[src/rtl/uart_pkg.sv]
`default_nettype none
// ============================================================================
// uart_pkg : shared UART constants (data width, parity encoding, entry width)
// Revision : 1.0
// ============================================================================
package uart_pkg;

   localparam int UART_DATA_BITS  = 8;
   localparam int UART_ENTRY_BITS = UART_DATA_BITS + 1;

   localparam logic [1:0] PARITY_NONE = 2'd0;
   localparam logic [1:0] PARITY_ODD  = 2'd1;
   localparam logic [1:0] PARITY_EVEN = 2'd2;

endpackage
`default_nettype wire

[src/rtl/uart_fifo_ram.sv]
`default_nettype none
// ============================================================================
// uart_fifo_ram : simple dual-port storage, one write port, registered read
// Revision : 1.0
// ============================================================================
module uart_fifo_ram
   import uart_pkg::*;
#(
   parameter int WIDTH      = UART_ENTRY_BITS,
   parameter int ADDR_WIDTH = 4
) (
   input  logic                  clk,
   input  logic                  rst,
   input  logic                  wr_en,
   input  logic [ADDR_WIDTH-1:0] wr_addr,
   input  logic [WIDTH-1:0]      wr_data,
   input  logic                  rd_en,
   input  logic [ADDR_WIDTH-1:0] rd_addr,
   output logic [WIDTH-1:0]      rd_data
);

   logic [WIDTH-1:0] r_mem [0:(1<<ADDR_WIDTH)-1];

   // Array is deliberately unreset so it can map onto plain RAM
   always_ff @(posedge clk) begin
      if (wr_en) begin
         r_mem[wr_addr] <= wr_data;
      end
   end

   // A same-address write and read returns the old contents
   always_ff @(posedge clk or posedge rst) begin
      if (rst) begin
         rd_data <= '0;
      end else if (rd_en) begin
         rd_data <= r_mem[rd_addr];
      end
   end

endmodule
`default_nettype wire

[src/rtl/uart_rx_buffer.sv]
`default_nettype none
// ============================================================================
// uart_rx_buffer : receive byte FIFO with error flag, occupancy and overrun
// Revision : 1.0
// ============================================================================
module uart_rx_buffer
   import uart_pkg::*;
#(
   parameter int DATA_BITS  = UART_DATA_BITS,
   parameter int ADDR_WIDTH = 4
) (
   input  logic                 clk,
   input  logic                 rst,
   input  logic                 wr_valid,
   input  logic [DATA_BITS-1:0] wr_data,
   input  logic                 wr_err,
   input  logic                 rd_en,
   output logic [DATA_BITS-1:0] rd_data,
   output logic                 rd_err,
   output logic                 rd_valid,
   output logic                 empty,
   output logic                 full,
   output logic [ADDR_WIDTH:0]  count,
   output logic                 overrun,
   input  logic                 clr_overrun
);

   localparam int                ENTRY_W = DATA_BITS + 1;
   localparam logic [ADDR_WIDTH:0] c_DEPTH = (ADDR_WIDTH+1)'(1) << ADDR_WIDTH;

   logic [ADDR_WIDTH-1:0] r_wr_ptr;
   logic [ADDR_WIDTH-1:0] r_rd_ptr;
   logic [ENTRY_W-1:0]    w_rd_entry;
   logic                  w_wr_acc;
   logic                  w_rd_acc;
   logic                  w_drop;
   logic [ADDR_WIDTH:0]   w_count_nxt;

   // A full FIFO still takes a write when the same cycle frees a slot
   assign w_rd_acc = rd_en && !empty;
   assign w_wr_acc = wr_valid && (!full || rd_en);
   assign w_drop   = wr_valid && full && !rd_en;

   always_comb begin
      w_count_nxt = count;
      case ({w_wr_acc, w_rd_acc})
         2'b10:   w_count_nxt = count + 1'b1;
         2'b01:   w_count_nxt = count - 1'b1;
         default: w_count_nxt = count;
      endcase
   end

   always_ff @(posedge clk or posedge rst) begin
      if (rst) begin
         r_wr_ptr <= '0;
         r_rd_ptr <= '0;
         count    <= '0;
         empty    <= 1'b1;
         full     <= 1'b0;
         overrun  <= 1'b0;
         rd_valid <= 1'b0;
      end else begin
         if (w_wr_acc) begin
            r_wr_ptr <= r_wr_ptr + 1'b1;
         end
         if (w_rd_acc) begin
            r_rd_ptr <= r_rd_ptr + 1'b1;
         end
         count    <= w_count_nxt;
         empty    <= (w_count_nxt == '0);
         full     <= (w_count_nxt == c_DEPTH);
         rd_valid <= w_rd_acc;
         if (w_drop) begin
            overrun <= 1'b1;
         end else if (clr_overrun) begin
            overrun <= 1'b0;
         end
      end
   end

   uart_fifo_ram #(
      .WIDTH      (ENTRY_W),
      .ADDR_WIDTH (ADDR_WIDTH)
   ) u_ram (
      .clk     (clk),
      .rst     (rst),
      .wr_en   (w_wr_acc),
      .wr_addr (r_wr_ptr),
      .wr_data ({wr_err, wr_data}),
      .rd_en   (w_rd_acc),
      .rd_addr (r_rd_ptr),
      .rd_data (w_rd_entry)
   );

   assign rd_data = w_rd_entry[DATA_BITS-1:0];
   assign rd_err  = w_rd_entry[DATA_BITS];

endmodule
`default_nettype wire

[config.mk]
export PLATFORM = sky130hd
export DESIGN_NAME = uart_rx_buffer
export DESIGN_NICKNAME = d
export VERILOG_FILES = /design/src/rtl/uart_pkg.sv /design/src/rtl/uart_fifo_ram.sv /design/src/rtl/uart_rx_buffer.sv
export SDC_FILE = /design/constraint.sdc
export NUM_CORES = 1
export LEC_CHECK = 0
export CORE_UTILIZATION = 55
export CTS_BUF_LIST = sky130_fd_sc_hd__clkbuf_16
export DETAILED_ROUTE_END_ITERATION = 6
export PLACE_DENSITY = 0.74
export SLEW_MARGIN = 0
export SYNTH_ARGS = -nofsm -noshare
export SYNTH_HDL_FRONTEND = slang
export SYNTH_SLANG_ARGS = --single-unit
[constraint.sdc]
create_clock -name clk -period 3.8 [get_ports clk]
set_clock_uncertainty 0.1 [all_clocks]
set_input_delay 0.76 -clock clk [delete_from_list [all_inputs] [get_ports clk]]
set_output_delay 0.76 -clock clk [all_outputs]
set_load 0.02 [all_outputs]
==> results.md, run 1 <==
- Hold_sp: u_ram.rd_data[3]
- Placement Cell Area: 7353 µm²
- First-pass DRT Iterations: 4
- Initial antenna violation count: 0
- CORE AREA: 12,060 µm²
- Max Clk Rate: 330.1 MHz
- Critical Path AT: 3.23 ns
- Yosys cell types: 39
- Largest net degree at the start of global routing: 39
- Setup-failing EPs final: 0
- Starting Density: 0.5665
- DRT Wirelength: 12,560 µm
- Seq. cell area: 4977 µm²
- Relative slew slack: 0.2841
- Root buf cell: clkbuf_16
- CTS resizes: 0
- DR vias: 3,311
- Final GP Congestion: 0.8534
- Worst setup EP type: flop
- Class of the worst hold path: flop to flop
- Pwr Density: 741.6 nW/µm²
- Drt drc: 0
- CP max stage cell: or3b_2
- CP required: 4.00 ns
- CTS Buffer Depth: 2
- Static Leak: 0.002682 µW
- Final net count: 415
- Post-Syn Instances: 350
- Total track usage: 0.2227
- Crit path kind: input pin to flop
- CP startpoint kind: input pin
- Async S/R FF share, synth: 0.1529
- Net Count, Synth: 371
- Fin. max-slew vios: 0
- Row count: 40
- Port Buffers: 31
- Filler instances: 786
- Maximum Capacitance Violations: 0
- RR Startpoint: r_rd_ptr[0]
- Critical Path, Cell by Cell: clkdlybuf4s50_1, nand2b_1, and2_1, inv_1, ha_1, a21oi_1, or3b_2, a21oi_1, xor2_1, nor3b_1
- Post-synth top cells: edfxtp_1, mux4_2, dfrtp_1, inv_1, nor3_1
- CP Max Fanout: 8
- IO Pins: 32
- Finished Layout Cells: 575
- Synth warnings: 0
- Slack of the critical path: 0.7705 ns
- Area occupied by multi-input gates: 1713 µm²
- Number of global-route vias before repair: 3,465
- Outcome: finished, final reports clean
- Total CTS buffers: 17
- Count leader, synth: edfxtp_1
- Hold Vio Cnt, Final: 0
- Post-CTS Hold Buffers: 0
- Crit path time final: 3.030 ns
- Antenna diode count: 0
- ANT nets after route: 0
- TritonCTS clock tree: yes
- Post-Layout Inst Area: 7874 µm²
- Unrepaired setup endpoints after global routing: no
- Post-synth EDFFs: 144
- Post-synth top area share: 0.6329
- Area leader, netlist: edfxtp_1
- Slowest stage delay, CP: 0.46 ns
- Most used cell, CP: a21oi_1
- #FFs+latches synth: 170
- Layout area overhead: 15.24%
- Peak VDD IR: 0.0003875 V
- Clk sinks: 170
- DR vias/cell: 5.758
- Die W: 113.5 µm
- Global-route wire length before repair: 19,970 µm
- Mapped Avg Cell Area: 19.52 µm²
- Place WS: 0.3754 ns
- Die Area: 12,870 µm²
- Area contributors post-synth: edfxtp_1, mux4_2, dfrtp_1, mux2_2, mux2i_1
- WL per Instance: 21.84 µm
- Actual slew at the worst max-slew pin: 1.074 ns
- Prevailing post-synth register cell: edfxtp_1
- Post-Syn Area: 6833 µm²
- Die height: 113.5 µm
- Clock latency on the worst-skew pair: 0.42 ns
- Post-CTS setup buffer count: 0
- CTS H-tree depth: 4
- Final period util: 0.7972
- Seq/Total Area, Yosys: 0.7283
- Worst hold margin: 0.4196 ns
- Global route overflow: 0
- Setup_tns: 0 ns
- Fraction of layout instances using a drive strength above 1: 0.2187
- Critical Path Source: rd_en
- Dpl cells: 543
- Hpwl dp: 7876 µm
- Iter 0 DRT Violations: 276
- CTS clk-pin slew, worst paths: 0.06 ns
## final timing paths
check | to | slack (ns) | cells past startpoint
setup reg to reg | u_ram.rd_data[5] | 1.28 | 5
hold / removal | u_ram.rd_data[3] | 0.42 | 1
setup / recovery | full | 0.77 | 10
max in group asynchronous | r_rd_ptr[0] | 2.11 | 2
hold reg to reg | u_ram.rd_data[3] | 0.42 | 1
min in group asynchronous | rd_valid | 0.79 | 2
## metal layers
metal	vias to the layer above	wire length (µm)	track usage
met4	0	233	0.1123
li1	1489	-	-
met1	1704	5194	0.2937
met3	14	685	0.05207
met5	-	0	0
met2	104	6443	0.3516
## kinds of logic (layout without fill, tap and decap cells)
family          Yosys count  after routing  synth area share
flops                   170            170            0.7283
buf+inv                  32             89           0.02472
simple gates             53             53           0.04450
mux                      56             56            0.1509
fa+ha+maj                 7              7           0.01282
compound gates           20             20           0.02344
xor+xnor                 12             12           0.01538
## worst max-delay path: cells and delay by family
family / cells / cell delay (ns)
simple gates: 4 / 0.98
buf+inv: 2 / 0.69
fa+ha+maj: 1 / 0.30
xor+xnor: 1 / 0.26
compound gates: 2 / 0.25
## cell usage in the layout, fill, tap and decap left out, types with 2 or more instances in the layout
master and count:
nor2_1 7, nor3_1 11, clkinvlp_4 2, nand4_1 2, buf_4 12, mux4_2 34
xnor2_1 8, dfrtp_1 24, mux2_2 10, nor4_2 4, xor2_1 4, and2_1 10
ha_1 7, clkbuf_16 17, nand2_1 8, mux2i_1 10, nand3_1 2, clkinv_2 4
clkinv_1 5, edfxtp_1 144, nand2b_1 2, clkdlybuf4s50_1 31, a21oi_1 3, inv_1 17
o21ai_0 2, a221o_1 9, nor3b_1 2, mux4_1 2
## report_power, final
group          switching (µW)  total (µW)  internal, µW
Clock                     653        1530           874
Combinational             813        1700           887
Sequential                299        2610          2310
## layout make-up
type                       instances  area share
clock buffer                      17     0.05403
clock inverter                    15     0.01208
inverter                          14    0.006674
multi-input combinational        148      0.2175
sequential                       170      0.6321
tap                              168     0.02670
timing repair buffer              43     0.05085
## flip-flops by register name (all words and copies together), names as in the netlist
name	count
count	5
empty	1
full	1
overrun	1
r_rd_ptr	4
r_wr_ptr	4
rd_valid	1
u_ram.r_mem	144
u_ram.rd_data	9
## stage by stage
| stage | utilization | total power (µW) |
|---|---|---|
| 3_3_place_gp | 0.6096 | 4313 |
| 5_1_grt | 0.6528 | 6131 |
| 2_1_floorplan | - | 3821 |
| 6_report | 0.6528 | 5839 |
| 4_1_cts | 0.6528 | 5900 |
| 3_5_place_dp | 0.6096 | 4369 |
No activity file was read; power rests on OpenSTA's default activity.
==> run 2, diff against run 1 <==
==> constraint.sdc (replaced) <==
create_clock -name clk -period 2.79 [get_ports clk]
set_clock_uncertainty 0.1 [all_clocks]
set_input_delay 0.558 -clock clk [delete_from_list [all_inputs] [get_ports clk]]
set_output_delay 0.558 -clock clk [all_outputs]
set_load 0.02 [all_outputs]
==> run 2 against run 1 <==
Net effect: sequential share of layout area fell by 2.1 points; worst hold slack got worse by 0.033 ns; final cell count up 2.3%; clock power grew 54%; combinational power up 49%; die area stayed put; final area grew 3.4%; power is 43% higher; register-to-register slack worse by 0.68 ns; sequential power grew 32%; setup slack worse by 0.43 ns; utilization up 2.2 points.
==> results.md, run 2 (synthesis gave the netlist of run 1 again) <==
- Clk sinks: 170 (unchanged)
- Post-CTS Hold Buffers: 0 (unchanged)
- CORE AREA: 12,060 µm² (unchanged)
- Unrepaired setup endpoints after global routing: no
- Worst hold margin: 0.3862 ns (-0.03346 ns)
- Global route overflow: 0 (unchanged)
- Clock latency on the worst-skew pair: 0.42 ns (about the same)
- CP Max Fanout: 7 (-1)
- Starting Density: 0.5665 (unchanged)
- Class of the worst hold path: input pin to asynchronous set/reset pin
- CTS H-tree depth: 4 (unchanged)
- CTS clk-pin slew, worst paths: 0.06 ns (about the same)
- Largest net degree at the start of global routing: 39 (unchanged)
- Hold Vio Cnt, Final: 0 (unchanged)
- WL per Instance: 21.31 µm (-2.4%)
- Pwr Density: 1024 nW/µm² (+38%)
- Fin. max-slew vios: 0 (unchanged)
- Finished Layout Cells: 588 (+2.3%)
- Largest registers: u_ram.r_mem: 144 flops, u_ram.rd_data: 9 flops, count: 5 flops
- Critical Path, Cell by Cell: clkdlybuf4s50_1, nand2b_1, and2_1, inv_1, ha_1, a21oi_1, or3b_2, a21oi_1, xor2_1, nor3b_1
- Setup_tns: 0 ns (unchanged)
- R2R setup slack: 0.60 ns (-0.68 ns)
- RR Startpoint: r_rd_ptr[0]
- Slowest stage delay, CP: 0.44 ns (-0.02 ns)
- Max Clk Rate: 409.0 MHz
- Total track usage: 0.2184 (-0.004373)
- Maximum Capacitance Violations: 0 (unchanged)
- Final net count: 428 (+3.1%)
- Die height: 113.5 µm (unchanged)
- Static Leak: 0.002792 µW (+4.1%)
- Critical Path Source: rd_en
- First-pass DRT Iterations: 4 (unchanged)
- Antenna diode count: 0 (unchanged)
- Actual slew at the worst max-slew pin: 0.6022 ns (-0.4717 ns)
- TritonCTS clock tree: yes
- CP max stage cell: clkdlybuf4s50_1
- Crit path kind: input pin to flop
- Reg-to-Reg End: u_ram.rd_data[1]
- Final GP Congestion: 0.8477 (-0.67%)
- CP startpoint kind: input pin
- Final period util: 0.8764
- IO Pins: 32 (unchanged)
- Root buf cell: clkbuf_16
- Iter 0 DRT Violations: 241 (-13%)
- CTS resizes: 0 (unchanged)
- Peak VDD IR: 0.0003907 V (+0.84%)
- Hpwl dp: 7691 µm (-2.3%)
- CP endpoint: full
- Total power: 8334 µW (+43%)
- Port Buffers: 31 (unchanged)
- CTS Buffer Depth: 2 (unchanged)
- Sequential share of power: 0.414 (-0.033)
- Global-route wire length before repair: 19,470 µm (-2.5%)
- Outcome: finished, final reports clean
- DRT Wirelength: 12,530 µm (-0.22%)
- Commonest non-fill, non-tap cell in the layout: edfxtp_1
- Relative slew slack: 0.5973 (+0.3132)
- Flip-flop count of the largest register after layout: 144 (unchanged)
- Layout area overhead: 19.10%
- Clk network pwr share: 0.282 (+0.020)
- NetSw: 2470 µW (+40%)
- Crit path time final: 2.445 ns
- Comb pwr share: 0.304 (+0.013)
- Top reg by flops: u_ram.r_mem
- CP required: 2.99 ns (-1.01 ns)
- DR vias: 3,368 (+1.7%)
- Worst setup EP type: flop
- Sw frac: 0.2964 (-0.005796)
- ANT nets after route: 0 (unchanged)
- DR vias/cell: 5.728 (-0.53%)
- Number of global-route vias before repair: 3,420 (-1.3%)
- Total CTS buffers: 17 (unchanged)
- R2R cell count: 5 (unchanged)
- Most used cell, CP: a21oi_1
- Critical Path AT: 2.65 ns (-0.58 ns)
- Highest-count cells in the layout ignoring fill and taps: edfxtp_1, mux4_2, clkdlybuf4s50_1
- Row count: 40 (unchanged)
- Pint: 5864 µW (+44%)
- Post-CTS setup buffer count: 0 (unchanged)
- Die W: 113.5 µm (unchanged)
- Setup-failing EPs final: 0 (unchanged)
- Initial antenna violation count: 0 (unchanged)
- Drt drc: 0 (unchanged)
- Dpl cells: 556 (+2.4%)
- Fraction of layout instances using a drive strength above 1: 0.2619 (+0.04323)
- Die Area: 12,870 µm² (unchanged)
- Filler instances: 799 (+1.7%)
-- run 2: layout make-up --
class,instances,area [µm²],share of cell area
Multi-Input combinational cell,148,1713,0.2105
Tap cell,168,210.2,0.02583
Timing Repair Buffer,56,585.6,0.07196
Clock buffer,17,425.4,0.05228
Clock inverter,15,173.9,0.02137
Sequential cell,170,4977,0.6116
Inverter,14,52.55,0.006458
-- run 2: per-layer routing --
metal	track usage	routed length (µm)
met5	0	0
met4	0.09035	190
met3	0.06004	687
met2	0.3549	6530
met1	0.2808	5120
-- run 2: power groups by stage --
stage	logic [µW]	clock network (µW)	registers [µW]
detailed placement	2570	0	3500
CTS	2580	2390	3450
finish	2530	2350	3450
floorplan	1730	0	3480
global route	2730	2490	3500
global placement	2520	0	3480
-- run 2: worst min-delay path by stage --
stage	from	endpoint	slack, ns	cells after the start
after floorplan	r_rd_ptr[1]	r_rd_ptr[1]	0.48	3
after global placement	u_ram.rd_data[3]	u_ram.rd_data[3]	0.40	1
after detailed placement	u_ram.rd_data[3]	u_ram.rd_data[3]	0.40	1
after CTS	rst	count[0]	0.40	2
after global routing	rst	r_rd_ptr[2]	0.43	2
final	rst	count[1]	0.39	2
-- run 2: through the flow --
step           cell area (µm²)  worst slack (ns)  utilization
2_1_floorplan             6833            0.2881            -
3_3_place_gp              7538          -0.02019       0.6250
3_5_place_dp              7538          -0.09561       0.6250
4_1_cts                   8138            0.3419       0.6747
5_1_grt                   8138            0.2012       0.6747
6_report                  8138            0.3449       0.6747
-- run 2: critical path: cells and delay by family --
family / cells / cell delay (ns)
simple gates: 4 / 0.87
xor+xnor: 1 / 0.23
buf+inv: 2 / 0.51
compound gates: 2 / 0.23
fa+ha+maj: 1 / 0.25
==> variant, RTL diff (settings of run 2) <==
`ADDR_WIDTH` is set to 4 in 2 places; all go to 5.
--- a/src/rtl/uart_fifo_ram.sv
+++ b/src/rtl/uart_fifo_ram.sv
@@ -9,3 +9,3 @@
    parameter int WIDTH      = UART_ENTRY_BITS,
-   parameter int ADDR_WIDTH = 4
+   parameter int ADDR_WIDTH = 5
 ) (
--- a/src/rtl/uart_rx_buffer.sv
+++ b/src/rtl/uart_rx_buffer.sv
@@ -9,3 +9,3 @@
    parameter int DATA_BITS  = UART_DATA_BITS,
-   parameter int ADDR_WIDTH = 4
+   parameter int ADDR_WIDTH = 5
 ) (
Interface: changed (resized count); port bits go from 32 to 33. The function was not compared with the original's and may differ.
==> variant against run 2 <==
- critical endpoint is now u_ram.rd_data[1]$_DFFE_PP0P_
- sequential cell count increased by 147
- power rose by 72%
- critical path depth fell by 4
- highest routed layer unchanged
- setup slack worse by 0.25 ns
- non-clock buffer count is 41 higher
- largest power group unchanged
- routed wire length increased by 110%
- sequential power grew 76%
- synthesized area grew 86%
- cell area up 81%
- critical path type is now register to register
==> variant: results (changes against run 2) <==
The per-instance average area after synthesis was 18.78 um2 (was 19.52 um2). The pin count of the biggest net entering global routing came out at 35 (was 39). The number of H-tree levels is 1 (was 4).

Cell types with the largest area share after synthesis: sky130_fd_sc_hd__edfxtp_1, sky130_fd_sc_hd__mux4_2, sky130_fd_sc_hd__dfrtp_1 (unchanged). The sum of routed wire segments on met1 is 10.59 mm (was 5.120 mm). Global placement routability congestion: 0.9090 (was 0.8477). Leading registers by flop count: u_ram.r_mem: 288 flops, u_ram.rd_data: 9 flops, count: 6 flops (was u_ram.r_mem: 144 flops, u_ram.rd_data: 9 flops, count: 5 flops). The flow ran to the end, and the final reports show no timing, DRC or antenna violations. The cell family with the largest share of critical-path delay is multiplexers (was simple AND/OR/NAND/NOR gates). The average detailed-routed wire length per instance came out at 24.34 um (was 21.31 um). The logs give 40.25 mm (was 19.47 mm) for the wire length of the first global-routing pass and 1077 (was 588) for the post-layout instance count excluding filler cells. The run gives 0.7384 (was 0.7283) as the sequential area share after synthesis.

The final-stage net count was 789 (was 428); the worst hold slack after final layout was 0.2151 ns (was 0.3862 ns). For the overall track demand over capacity in global routing, the log shows 0.2303 (was 0.2184). The post-synth net total was 697 (was 371).

The transition time of the tightest slew-check pin was 0.6712 ns (was 0.6022 ns); the detailed-route via count was 6597 (was 3368). Ranking of synthesized cells by instance count: sky130_fd_sc_hd__edfxtp_1, sky130_fd_sc_hd__nor2_1, sky130_fd_sc_hd__mux4_2, sky130_fd_sc_hd__mux2i_1, sky130_fd_sc_hd__dfrtp_1 (was sky130_fd_sc_hd__edfxtp_1, sky130_fd_sc_hd__mux4_2, sky130_fd_sc_hd__dfrtp_1, sky130_fd_sc_hd__inv_1, sky130_fd_sc_hd__nor3_1). The master of the slowest instance on the critical path was sky130_fd_sc_hd__a2111oi_0 (was sky130_fd_sc_hd__clkdlybuf4s50_1). The later-pin clock latency in the skew report was 0.54 ns (was 0.42 ns); the internal portion of total power was 9.945 mW (was 5.864 mW).

The portion of the clock cycle consumed by the worst path in the final layout was 0.9660 (was 0.8764). The worst supply voltage drop on vdd is 458.0 uV (was 390.7 uV), and the delay of the slowest critical-path stage is 0.62 ns (was 0.44 ns). The run gives 52 (was 39) as the count of unique library cells instantiated by Yosys. The async set-reset flop share out of synthesis was 0.09148 (was 0.1529).
-- variant: cell types whose count changed in the layout (fill, tap and decap cells not counted), sizes merged, moves of 9 or more --
cell / change
clkbuf: +14
mux2i: +41
nor2: +56
a221o: -9
edfxtp: +144
buf: +40
o22ai: +13
mux4: +18
a2111oi: +14
-- variant: worst paths after layout --
| check | from | endpoint | cells after the start |
|---|---|---|---|
| setup reg to reg | r_rd_ptr[0]$_DFFE_PP0P_ | u_ram.rd_data[1]$_DFFE_PP0P_ | 6 |
| setup / recovery | r_rd_ptr[0]$_DFFE_PP0P_ | u_ram.rd_data[1]$_DFFE_PP0P_ | 6 |
| hold reg to reg | r_rd_ptr[4]$_DFFE_PP0P_ | r_rd_ptr[4]$_DFFE_PP0P_ | 1 |
| hold / removal | rst | overrun$_DFFE_PP0P_ | 2 |
| max in group asynchronous | rst | r_rd_ptr[1]$_DFFE_PP0P_ | 3 |
| min in group clk | r_rd_ptr[4]$_DFFE_PP0P_ | r_rd_ptr[4]$_DFFE_PP0P_ | 1 |
-- variant: cells by family after synthesis --
logic type	share of synthesized area
buf+inv	0.01853
mux	0.1422
fa+ha+maj	0.006898
compound gates	0.03163
simple gates	0.05204
flops	0.7384
xor+xnor	0.01025
-- variant: cell type report --
class	count	share of cell area
Clock buffer	31	0.05279
Clock inverter	26	0.01311
Inverter	8	0.002044
Multi-Input combinational cell	313	0.2100
Sequential cell	317	0.6385
Tap cell	285	0.02427
Timing Repair Buffer	97	0.05926
-- variant: power by group through the flow --
| stage | Clock [mW] | Sequential, mW | Combinational [mW] |
|---|---|---|---|
| final | 3.93 | 6.08 | 4.35 |
| after global routing | 4.15 | 6.12 | 4.62 |
| after CTS | 3.96 | 6.07 | 4.36 |
| after detailed placement | 0 | 6.16 | 4.31 |
| after global placement | 0 | 6.13 | 4.19 |
| after floorplan | 0 | 6.05 | 2.90 |
-- variant: per-layer routing --
layer / global-route usage / vias up
li1: - / 2874
met1: 0.3231 / 3397
met2: 0.3827 / 282
met3: 0.03467 / 44
met4: 0.05857 / 0
met5: 0.002070 / -
-- variant: per-stage QoR --
step | util | area (um2) | total power [mW]
6_report | 0.6490 | 14690 | 14.35
5_1_grt | 0.6490 | 14690 | 14.89
4_1_cts | 0.6490 | 14690 | 14.39
3_5_place_dp | 0.6062 | 13730 | 10.48
3_3_place_gp | 0.6062 | 13730 | 10.32
2_1_floorplan | - | 12700 | 8.948
